<file path="src/rtl/bcd_pkg.sv">
// ----------------------------------------------------------------------------
// bcd_pkg
// Shared types and helpers for the BCD up/down counter and its binary-to-BCD
// preload converter.
//   bcd_digit_t : one packed BCD digit (legal values 0..9)
//   BCD_MAX     : largest legal digit value
//   bcd_state_t : converter FSM states (IDLE, CONV)
//   bcd_add3    : double-dabble correction, adds 3 to any digit >= 5
// ----------------------------------------------------------------------------
package bcd_pkg;

   typedef logic [3:0] bcd_digit_t;

   localparam bcd_digit_t BCD_MAX = 4'd9;

   typedef enum logic [0:0] {
      IDLE = 1'b0,
      CONV = 1'b1
   } bcd_state_t;

   // A digit >= 5 would exceed 9 after the doubling shift, so pre-bias it by 3
   // to make the shift carry into the next digit instead.
   function automatic bcd_digit_t bcd_add3(input bcd_digit_t digit);
      bcd_digit_t res;
      if (digit >= 4'd5) begin
         res = digit + 4'd3;
      end else begin
         res = digit;
      end
      return res;
   endfunction

endpackage

</file>
<file path="src/rtl/bcd_updown_counter_bin2bcd_seq.sv">
// ----------------------------------------------------------------------------
// bin2bcd_seq
// Iterative double-dabble converter: one add-3/shift step per clock, WIDTH
// steps per conversion. The scratch register is DIGITS digits wide; bits
// shifted out of the top are dropped, so the result is bin mod 10^DIGITS.
// Ports:
//   clk_i    : clock, rising edge
//   rst_i    : synchronous reset, active low; aborts a running conversion
//   start_i  : begin a conversion of bin_i (honoured only in IDLE)
//   bin_i    : binary value to convert, WIDTH bits
//   busy_o   : high while a conversion is running
//   done_o   : high in the cycle whose closing edge performs the last step
//   bcd_o    : converted value; valid while done_o is high
// ----------------------------------------------------------------------------
module bin2bcd_seq
   import bcd_pkg::*;
#(
   parameter int WIDTH  = 8,
   parameter int DIGITS = 3
)
(
   input  logic                  clk_i,
   input  logic                  rst_i,
   input  logic                  start_i,
   input  logic [WIDTH-1:0]      bin_i,
   output logic                  busy_o,
   output logic                  done_o,
   output logic [4*DIGITS-1:0]   bcd_o
);

   localparam int              CW        = $clog2(WIDTH + 1);
   localparam logic [CW-1:0]   LAST_STEP = CW'(WIDTH - 1);

   bcd_state_t              state_q, state_d;
   logic [WIDTH-1:0]        shift_q, shift_d;
   logic [4*DIGITS-1:0]     scratch_q, scratch_d;
   logic [4*DIGITS-1:0]     adj_s;
   logic [CW-1:0]           cnt_q, cnt_d;
   logic                    last_s;

   // Add-3 correction applied to every scratch digit before the shift
   always_comb begin
      adj_s = scratch_q;
      for (int i = 0; i < DIGITS; i++) begin
         adj_s[4*i +: 4] = bcd_add3(scratch_q[4*i +: 4]);
      end
   end

   assign last_s = (state_q == CONV) && (cnt_q == LAST_STEP);

   // Converter next-state logic
   always_comb begin
      state_d   = state_q;
      shift_d   = shift_q;
      scratch_d = scratch_q;
      cnt_d     = cnt_q;
      case (state_q)
         IDLE: begin
            if (start_i) begin
               state_d   = CONV;
               shift_d   = bin_i;
               scratch_d = '0;
               cnt_d     = '0;
            end else begin
               state_d   = IDLE;
            end
         end
         CONV: begin
            // {scratch, shift} shifted left by one; top scratch bit is dropped
            scratch_d = {adj_s[4*DIGITS-2:0], shift_q[WIDTH-1]};
            shift_d   = shift_q << 1'b1;
            if (last_s) begin
               state_d = IDLE;
               cnt_d   = '0;
            end else begin
               state_d = CONV;
               cnt_d   = cnt_q + CW'(1);
            end
         end
         default: begin
            state_d = IDLE;
            cnt_d   = '0;
         end
      endcase
   end

   // Converter state registers with synchronous active-low reset
   always_ff @(posedge clk_i) begin
      if (!rst_i) begin
         state_q   <= IDLE;
         shift_q   <= '0;
         scratch_q <= '0;
         cnt_q     <= '0;
      end else begin
         state_q   <= state_d;
         shift_q   <= shift_d;
         scratch_q <= scratch_d;
         cnt_q     <= cnt_d;
      end
   end

   assign busy_o = (state_q == CONV);
   assign done_o = last_s;
   // The final step's shifted value is handed over on the same edge it forms
   assign bcd_o  = scratch_d;

endmodule

</file>
<file path="src/rtl/bcd_updown_counter.sv">
// ----------------------------------------------------------------------------
// bcd_updown_counter
// Multi-digit decimal up/down counter held natively in BCD. Binary preload
// values are converted by bin2bcd_seq over WIDTH cycles; the count register
// holds its old value until the conversion completes.
// Build option: BCD_SATURATE_EN -- when defined, counting saturates at
// all-9s (up) and 0 (down) and wrap_o pulses on every blocked step; when
// undefined, counting wraps modulo 10^DIGITS.
// Ports:
//   clk_i  : clock, rising edge
//   rst_i  : synchronous reset, active low
//   en_i   : count enable, one step per cycle
//   up_i   : 1 = increment, 0 = decrement
//   ld_i   : request preload of v_i (wins over en_i, ignored while busy)
//   v_i    : binary preload value, WIDTH bits
//   bcd_o  : current count, digit 0 (units) in bcd_o[3:0]
//   busy_o : high while a preload conversion runs
//   wrap_o : one-cycle pulse after a decimal wrap (or blocked step)
// ----------------------------------------------------------------------------
module bcd_updown_counter
   import bcd_pkg::*;
#(
   parameter int WIDTH  = 8,
   parameter int DIGITS = 3
)
(
   input  logic                  clk_i,
   input  logic                  rst_i,
   input  logic                  en_i,
   input  logic                  up_i,
   input  logic                  ld_i,
   input  logic [WIDTH-1:0]      v_i,
   output logic [4*DIGITS-1:0]   bcd_o,
   output logic                  busy_o,
   output logic                  wrap_o
);

   logic [4*DIGITS-1:0]   bcd_q, bcd_d;
   logic [4*DIGITS-1:0]   inc_s, dec_s, conv_s;
   logic                  wrap_q, wrap_d;
   logic                  carry_s, borrow_s;
   logic                  conv_busy_s, conv_done_s, start_s;
   logic                  step_s;

   assign start_s = ld_i && !conv_busy_s;
   assign step_s  = en_i && !ld_i && !conv_busy_s;

   bin2bcd_seq #(
      .WIDTH  (WIDTH),
      .DIGITS (DIGITS)
   ) u_conv (
      .clk_i   (clk_i),
      .rst_i   (rst_i),
      .start_i (start_i_w()),
      .bin_i   (v_i),
      .busy_o  (conv_busy_s),
      .done_o  (conv_done_s),
      .bcd_o   (conv_s)
   );

   function automatic logic start_i_w();
      return start_s;
   endfunction

   // Ripple increment/decrement; final carry/borrow means all-9s / all-0s
   always_comb begin
      inc_s    = bcd_q;
      dec_s    = bcd_q;
      carry_s  = 1'b1;
      borrow_s = 1'b1;
      for (int i = 0; i < DIGITS; i++) begin
         if (carry_s) begin
            if (bcd_q[4*i +: 4] == BCD_MAX) begin
               inc_s[4*i +: 4] = 4'd0;
            end else begin
               inc_s[4*i +: 4] = bcd_q[4*i +: 4] + 4'd1;
               carry_s         = 1'b0;
            end
         end else begin
            inc_s[4*i +: 4] = bcd_q[4*i +: 4];
         end
         if (borrow_s) begin
            if (bcd_q[4*i +: 4] == 4'd0) begin
               dec_s[4*i +: 4] = BCD_MAX;
            end else begin
               dec_s[4*i +: 4] = bcd_q[4*i +: 4] - 4'd1;
               borrow_s        = 1'b0;
            end
         end else begin
            dec_s[4*i +: 4] = bcd_q[4*i +: 4];
         end
      end
   end

   // Count register next value and wrap detection
   always_comb begin
      bcd_d  = bcd_q;
      wrap_d = 1'b0;
      if (conv_done_s) begin
         bcd_d = conv_s;
      end else if (step_s) begin
         if (up_i) begin
            if (carry_s) begin
               wrap_d = 1'b1;
`ifdef BCD_SATURATE_EN
               bcd_d  = bcd_q;
`else
               bcd_d  = inc_s;
`endif
            end else begin
               bcd_d  = inc_s;
            end
         end else begin
            if (borrow_s) begin
               wrap_d = 1'b1;
`ifdef BCD_SATURATE_EN
               bcd_d  = bcd_q;
`else
               bcd_d  = dec_s;
`endif
            end else begin
               bcd_d  = dec_s;
            end
         end
      end else begin
         bcd_d = bcd_q;
      end
   end

   // Count and wrap registers with synchronous active-low reset
   always_ff @(posedge clk_i) begin
      if (!rst_i) begin
         bcd_q  <= '0;
         wrap_q <= 1'b0;
      end else begin
         bcd_q  <= bcd_d;
         wrap_q <= wrap_d;
      end
   end

   assign bcd_o  = bcd_q;
   assign busy_o = conv_busy_s;
   assign wrap_o = wrap_q;

endmodule

</file>
<file path="config.mk">
export PLATFORM = sky130hd
export DESIGN_NAME = bcd_updown_counter
export DESIGN_NICKNAME = d
export VERILOG_FILES = /design/src/rtl/bcd_pkg.sv /design/src/rtl/bcd_updown_counter_bin2bcd_seq.sv /design/src/rtl/bcd_updown_counter.sv
export SDC_FILE = /design/constraint.sdc
export NUM_CORES = 1
export LEC_CHECK = 0
export ABC_AREA = 1
export CELL_PAD_IN_SITES_DETAIL_PLACEMENT = 1
export CELL_PAD_IN_SITES_GLOBAL_PLACEMENT = 1
export CORE_AREA = 4 4 75 95
export CTS_CLUSTER_DIAMETER = 150
export CTS_CLUSTER_SIZE = 25
export DETAILED_ROUTE_END_ITERATION = 10
export DIE_AREA = 0 0 79 99
export PLACE_DENSITY = 0.84
export SLEW_MARGIN = 20
export SYNTH_ARGS = -nofsm -noshare
export SYNTH_HDL_FRONTEND = slang
export SYNTH_SLANG_ARGS = --single-unit
</file>
<file path="constraint.sdc">
create_clock -name clk_i -period 1.9 [get_ports clk_i]
set_clock_uncertainty 0.2 [all_clocks]
set_input_delay 0.475 -clock clk_i [delete_from_list [all_inputs] [get_ports clk_i]]
set_output_delay 0.475 -clock clk_i [all_outputs]
set_load 0.02 [all_outputs]
</file>
==> Word level (Yosys, flattened, before mapping) <==
Index checks and enable logic that the tools add are counted.
{ "classes": {"n_reduce_logical": 15, "order_cmp": 3, "bitwise_logic": 3, "n_eq_ne": 7, "add_sub_neg": 10, "n_mux": 39} }
{ "ops": {"columns": ["operator", "n"], "rows": [
  ["4-bit two-way mux", 14],
  ["12-bit two-way mux", 4],
  ["12-bit case mux with 2 select lines", 1],
  ["4-bit by 1-bit adder with 4-bit output (second input constant)", 4],
  ["8-bit case mux with 2 select lines", 1],
  ["1-bit two-way mux", 15],
  ["4-bit == test (second input constant)", 3],
  ["4-bit by 3-bit >= comparator with 1-bit output (second input constant)", 3],
  ["4-bit zero test", 3],
  ["4-bit by 1-bit subtractor with 4-bit output (second input constant)", 3],
  ["4-bit by 2-bit adder with 4-bit output (second input constant)", 2],
  ["8-bit two-way mux", 1],
  ["4-bit case mux with 2 select lines", 1],
  ["3-bit by 1-bit != test with 1-bit output (second input constant)", 2],
  ["3-bit AND reduction", 2],
  ["3-bit nonzero test", 2],
  ["4-bit by 3-bit == test with 1-bit output (second input constant)", 1],
  ["1-bit logical AND", 4],
  ["3-bit by 2-bit adder with 3-bit output (second input constant)", 1],
  ["3-bit two-way mux", 1],
  ["1-bit inverter", 3],
  ["3-bit OR reduction", 1],
  ["1-bit zero test", 2],
  ["2-bit != test (second input constant)", 1],
  ["other kinds (2)", 2]
]} }
{ "totals": {"ff_bits": 38, "word_cells": 85, "out_inout_bits": 14, "input_bits": 13} }

==> Logic depth before layout (Yosys ltp) <==
Gate-level depths: netlist (run 1).
{ "depth": {"ltp_word": 7, "ltp_mapped": 11, "ltp_nobuf": 11} }

==> Modules after synthesis <==
A second synthesis (run 1) with hierarchy kept.
{ "hier_totals": {"cells_unflattened": 402, "hier_area_um2": 2504.9} }
{ "by_module_without_submodules": {"columns": ["mod", "area_each_um2", "seq_area_each_um2", "cells_per_inst", "n_inst"], "rows": [
  ["bin2bcd_seq", 1375.1, 500.5, 210, 1],
  ["bcd_updown_counter", 1129.8, 260.2, 192, 1]
]} }

==> Worst setup path after synthesis (run 1) <==
OpenSTA, ideal clock, no wires.
{ "synth_timing": {"path_type": "register to register", "start": "register u_conv.state_q, in the netlist u_conv.busy_o", "end": "register bcd_q[1], in the netlist bcd_o[1]", "synth_period_minus_slack_ps": 1671, "t_arrival_ps": 1351, "setup_time_ps": 120, "path_stages_with_launch": 10, "n_path_buf": 0, "required_ps": 1580, "setup_slack_ps": 229, "cell_sequence": "dfxtp_1 nand2_2 nor2_8 inv_4 nand2_4 inv_2 a21oi_1 nand2_1 o211ai_1 nand2_1"} }
{ "synth_via": {"elab_chain_len": 5, "elab_cells_between_ends": 9, "cone_classes": "mux: 3; bitwise: 1; reduce/logical: 5"} }
{ "synth_rtl": {"columns": ["item", "line_no", "rtl"], "rows": [
  ["from (decl)", "bcd_updown_counter_bin2bcd_seq.sv:34", "bcd_state_t state_q, state_d;"],
  ["from (signal assigned)", "bcd_updown_counter_bin2bcd_seq.sv:95", "state_q <= state_d;"],
  ["1-bit zero test", "bcd_updown_counter.sv:45, bcd_updown_counter.sv:46", null],
  ["1-bit logical AND", "bcd_updown_counter.sv:45", "assign start_s = ld_i && !conv_busy_s;"],
  ["12-bit two-way mux", "bcd_updown_counter_bin2bcd_seq.sv:59", "if (start_i) begin"],
  ["12-bit case mux with 2 select lines", "bcd_updown_counter_bin2bcd_seq.sv:57", "case (state_q)"],
  ["12-bit two-way mux", "bcd_updown_counter.sv:99", "if (conv_done_s) begin"],
  ["to (signal assigned)", "bcd_updown_counter.sv:133", "bcd_q <= '0;"],
  ["to (signal assigned)", "bcd_updown_counter.sv:136", "bcd_q <= bcd_d;"],
  ["to (decl)", "bcd_updown_counter.sv:38", "logic [4*DIGITS-1:0] bcd_q, bcd_d;"]
]} }
Parallel ways exist; a longest one is shown, timed or not.
A chain may end at the register's enable or synchronous reset.

==> Worst setup path after layout (run 1) <==
{ "layout_timing": {"start": "register wrap_q, in the netlist wrap_o", "end": "output port wrap_o"} }
{ "layout_rtl": {"columns": ["item", "line_no", "rtl"], "rows": [
  ["from (decl)", "bcd_updown_counter.sv:40", "logic wrap_q, wrap_d;"],
  ["from (signal assigned)", "bcd_updown_counter.sv:137", "wrap_q <= wrap_d;"],
  ["to (decl)", "bcd_updown_counter.sv:35", "output logic wrap_o"]
]} }
No word-level cell between the ends.

==> impl_metrics.toml, run 1 <==
[routing]
viasPerCell = 4.96
wl_met2_um = 3580
num_vias = 2516
wl_met1_um = 2970
wl_met3_um = 151
firstDrtPassIters = 4
drt_iter0_drc = 47
top_layer = "met4"
route.detailed.drc = 0
routedWlPerCell_um = 13.5
wirelength_um = 6830
ant_nets = 0

[sta]
whs_ns = 0.272
fmax_ghz = 0.535
maxSlewHeadroom_pct = 80.6
finalCritPeriodShare_pct = 98.3
fin_crit_ns = 1.87
setup_violations = 0
tightest_slew_ns = 0.287
hold_viol_final = 0
drv_slew = 0
rsz0062_at_grt = "no"

[critical_path]
ff2ff_setup_slack_ns = 0.11
worstSetupPathType = "reg2out"
crit_chain = "clkdlybuf4s50_1"
cp_top_family = "buffers and inverters"
cp_slowest_cell = "clkdlybuf4s50_1"
setup.worst_path.start_class = "register"
end_kind = "output port"
cp_max_fo = 1
max_stage_delay_ns = 0.59
arrival_ns = 1.19
path_buf_inv = 1
cp_data_required_time_ns = 1.22

[cells_and_area]
area_growth_pct = 25.0
nets = 443
antennaDiodeCount = 0
drive_above_1_share_pct = 12.1

[clocking]
htreeDepth = 2
cts_sinks = 38
numCtsBuffers = 5
cts-root-buf = "clkbuf_8"
cts_max_path_buffers = 2
clk_latency_ns = 0.29
tritoncts = "done"
cts-hold-fix-buffers = 0
path_clk_slew_ns = 0.08

[die]
die_area_um2 = 7820
io_pins = 27
core_um2 = 6170
initial_core_util_pct = 38.5
die_width_um = 79
die_y_um = 99
rows = 32

[pwr]
p_leak_nw = 1.41
fin_total_pwr_mw = 1.73
p_per_area_nw_per_um2 = 582
irDropWorstVdd_mv = 0.310

[yosys]
ys_top_cells_by_area = "dfxtp_1 (32%), nand2_1 (16%), inv_1 (8.4%)"
yosysUniqueCellTypes = 31
yosysTopAreaCellShare_pct = 32.0
synth_flop_cell = "dfxtp_1"
synth_warnings = 0
synth_common_cells = "nand2_1 (104), inv_1 (53), dfxtp_1 (38)"
synth_edf_count = 0
async_flop_share_pct = 0
yosys.area.top_type = "dfxtp_1"
synthesis.nets = 394
synth_seq_area_share_pct = 32.0
avgSynthCellArea_um2 = 6.35
ys_ff_latch = 38
syn_area_um2 = 2370
syn_inst = 374
synth.most_common_cell = "nand2_1"

[global_routing]
grt_pass1_vias = 2600
grt_usage_pct = 18.2
grt_start_max_net_pins = 22
grt_antenna_before_repair = 0
grt_pass1_wl_um = 11700
grt_overflow = 0

[place]
hpwl_um = 5430
port_buffers = 26
globalplace.congestion = 0.881

[status]
status = "finished, final reports clean"

[worst_hold_path]
hp-class = "reg2reg"

[run]
cap_violations = 0
[sequential cells by signal, summed over array words and instances (netlist names)]
signal,flops
u_conv.shift_q,8
u_conv.cnt_q,4
u_conv.busy_o,1
wrap_o,1
u_conv.scratch_q,12
bcd_o,12
[kinds of logic (layout without fill, tap and decap cells)]
group,count (synthesis),after routing,synth area share [%]
flops,38,38,32.0
buf+inv,66,114,10.8
compound gates,64,64,14.9
fa+ha+maj,7,7,3.69
xor+xnor,6,6,2.21
simple gates,193,193,36.4
[stage by stage]
stage | area, µm² | util [%] | setup TNS (ns) | setup WS [ns] | std cells
after floorplan | 2370 | - | 0 | 0.229 | 374
after global placement | 2880 | 46.7 | -1.81 | -0.148 | 500
after detailed placement | 2880 | 46.7 | -2.72 | -0.203 | 500
after CTS | 2950 | 47.8 | 0 | 0.0180 | 506
after global routing | 2970 | 48.2 | 0 | 0.000497 | 507
final | 2970 | 48.2 | 0 | 0.0315 | 507
[worst paths after layout]
kind,start,endpoint,cells after the start
worst max register to register,u_conv.cnt_q[1],bcd_o[4],9
worst min register to register,u_conv.cnt_q[3],u_conv.cnt_q[3],2
worst min-delay path,u_conv.cnt_q[3],u_conv.cnt_q[3],2
worst max-delay path,wrap_o,wrap_o,1
[per-layer routing]
layer | global-route usage, % | vias up
li1 | - | 1287
met1 | 21.6 | 1184
met5 | 0 | -
met4 | 6.08 | 0
met2 | 33.7 | 33
met3 | 1.83 | 12
[area by class of cell]
class / count / area, µm²
sequential: 38 / 764
tap: 85 / 106
timing repair buffer: 51 / 432
multi-input combinational: 270 / 1370
fill: 874 / 3200
clock buffer: 6 / 82.6
inverter: 57 / 216
[timing repair]
| item | CTS | global route |
|---|---|---|
| buffers inserted | 0 | 1 |
| setup endpoints to repair | 13 | 10 |
| pin swaps | 0 | 2 |
| resized for setup | 13 | 9 |
[power by group]
| part | switching (mW) | internal (mW) | total (mW) |
|---|---|---|---|
| sequential | 0.0262 | 0.825 | 0.851 |
| clock | 0.269 | 0.280 | 0.549 |
| combinational | 0.194 | 0.134 | 0.327 |
| total | 0.488 | 1.24 | 1.73 |
[cells in the final DEF (no fill, tap or decap), drive strengths merged]
cell type	synthesis	routed
dfxtp	38	38
a31oi	1	1
clkinv	1	1
nor3	1	1
clkdlybuf4s50	0	13
nand4	5	5
nand2	107	107
inv	56	56
o211ai	6	6
a211oi	1	1
xor2	6	6
clkbuf	2	6
a22oi	4	4
nor2	41	41
buf	7	25
nand3	37	37
nand3b	1	1
o21ai	23	23
o22ai	1	1
dlygate4sd2	0	13
o21bai	1	1
a21oi	27	27
or2	1	1
ha	7	7
Power figures use the tool's default switching activity.
==> run 2: changes to the inputs <==
- PLACE_DENSITY: 0.84 -> default
- PLACE_DENSITY_LB_ADDON: default -> 0.1
==> run 2 against run 1 <==
Net effect: clock power grew 6.4%; final cell count up 0.59%; non-clock buffer count increased by 1; sequential share of layout area shrank 0.42 points; global-route usage decreased by 0.29 points; first-iteration DRC count is 40% higher; largest power group unchanged; combinational power rose by 3%; critical path type unchanged; routed wire length fell by 1.1%; clock-buffer cell count up 1; highest routed layer unchanged.
==> impl_metrics.toml, run 2 (synthesized netlist as in run 1, its figures left out) <==
[critical_path]
cp_slowest_cell = "dfxtp_1"
path_buf_inv = 1
end_kind = "output port"
worstSetupPathType = "reg2out"
cp_top_family = "flip-flops"
cp_max_fo = 5
cp_data_required_time_ns = 1.22
setup.worst_path.start_class = "register"
crit_chain = "dlygate4sd2_1"
max_stage_delay_ns = 0.46
arrival_ns = 1.11

[clocking]
numCtsBuffers = 5
clk_latency_ns = 0.29
htreeDepth = 2
path_clk_slew_ns = 0.08
cts_sinks = 38
cts_max_path_buffers = 2
tritoncts = "done"
cts-root-buf = "clkbuf_8"

[place]
globalplace.congestion = 0.862
dp_slack_ns = -0.205
port_buffers = 26
hpwl_um = 5450

[cells_and_area]
drive_above_1_share_pct = 14.1
fillers = 875
area_growth_pct = 27.7
layout_common_cells = "nand2_1 (102), inv_1 (52), nor2_1 (36), nand3_1 (35), dfxtp_1 (34)"
antennaDiodeCount = 0
nets = 444
final_common_cell = "nand2_1"

[sta]
tightest_slew_ns = 0.345
maxSlewHeadroom_pct = 76.8
fmax_ghz = 0.559
setup_violations = 0
whs_ns = 0.261
setup_ws_ns = 0.111
finalCritPeriodShare_pct = 94.2
drv_slew = 0
fin_crit_ns = 1.79
hold_viol_final = 0

[die]
initial_core_util_pct = 38.5
die_width_um = 79
rows = 32
die_area_um2 = 7820
die_y_um = 99
core_um2 = 6170
io_pins = 27

[routing]
route.detailed.drc = 0
wirelength_um = 6760
drt_iter0_drc = 66
viasPerCell = 4.89
num_vias = 2492
ant_nets = 0
routedWlPerCell_um = 13.3
firstDrtPassIters = 4

[pwr]
p_per_area_nw_per_um2 = 583
power_frac_seq_pct = 48.0
fin_total_pwr_mw = 1.77
p_sw_mw = 0.516
cellInternalPower_mw = 1.25
combPwrFrac_pct = 19.0
clockPowerShare_pct = 33.0
p_leak_nw = 1.45
irDropWorstVdd_mv = 0.405
swShare_pct = 29.2

[worst_hold_path]
hp-class = "reg2reg"

[run]
cap_violations = 0

[global_routing]
grt.busiest_layer = "met2"
grt_usage_pct = 17.9
use_met2_pct = 34.0
grt_overflow = 0
grt_pass1_vias = 2604
grt_pass1_wl_um = 11400
grt_start_max_net_pins = 16
use_met1_pct = 20.5
met3_usage_pct = 2.83
grt_antenna_before_repair = 0

[status]
status = "finished, final reports clean"
## run 2: final cells by class
type	count	area [µm²]	share of cell area (%)
Clock buffer	7	86.3	2.85
Clock inverter	1	5.00	0.165
Inverter	57	216	7.14
Multi-Input combinational cell	270	1400	46.1
Sequential cell	38	768	25.3
Tap cell	85	106	3.51
Timing Repair Buffer	52	453	14.9
## run 2: what timing repair did
| action | CTS | global route |
|---|---|---|
| setup endpoints to repair | 14 | 10 |
| hold buffers | 0 | 0 |
| pin swaps | 0 | 1 |
| buffers inserted | 0 | 1 |
| gates resized for setup | 14 | 18 |
## run 2: through the flow
stage | instance area [µm²] | TNS [ns] | instances | utilization [%]
3_5_place_dp | 2900 | -2.56 | 501 | 47.1
3_3_place_gp | 2900 | -1.88 | 501 | 47.1
2_1_floorplan | 2370 | 0 | 374 | -
6_report | 3030 | 0 | 510 | 49.2
5_1_grt | 3030 | -0.00950 | 510 | 49.2
4_1_cts | 2980 | 0 | 509 | 48.3
## run 2: power groups by stage
| stage | clock (mW) | sequential [mW] | combinational, mW |
|---|---|---|---|
| CTS | 0.601 | 0.849 | 0.334 |
| global placement | 0 | 0.867 | 0.334 |
| finish | 0.584 | 0.849 | 0.336 |
| detailed placement | 0 | 0.868 | 0.342 |
| floorplan | 0 | 0.881 | 0.176 |
| global route | 0.637 | 0.854 | 0.374 |
## run 2: routing by layer
metal | share of wire [%] | wire length [µm]
met2 | 52 | 3490
met1 | 46 | 3090
met3 | 2.0 | 136
met4 | 0.77 | 52
met5 | 0 | 0
## run 2: worst paths after layout
check             startpoint         endpoint  slack, ns  cells after the start
max            u_conv.busy_o           busy_o       0.11                      1
min          u_conv.cnt_q[0]  u_conv.cnt_q[0]       0.26                      1
max reg2reg  u_conv.cnt_q[0]         bcd_o[1]       0.12                     10
min reg2reg  u_conv.cnt_q[0]  u_conv.cnt_q[0]       0.26                      1
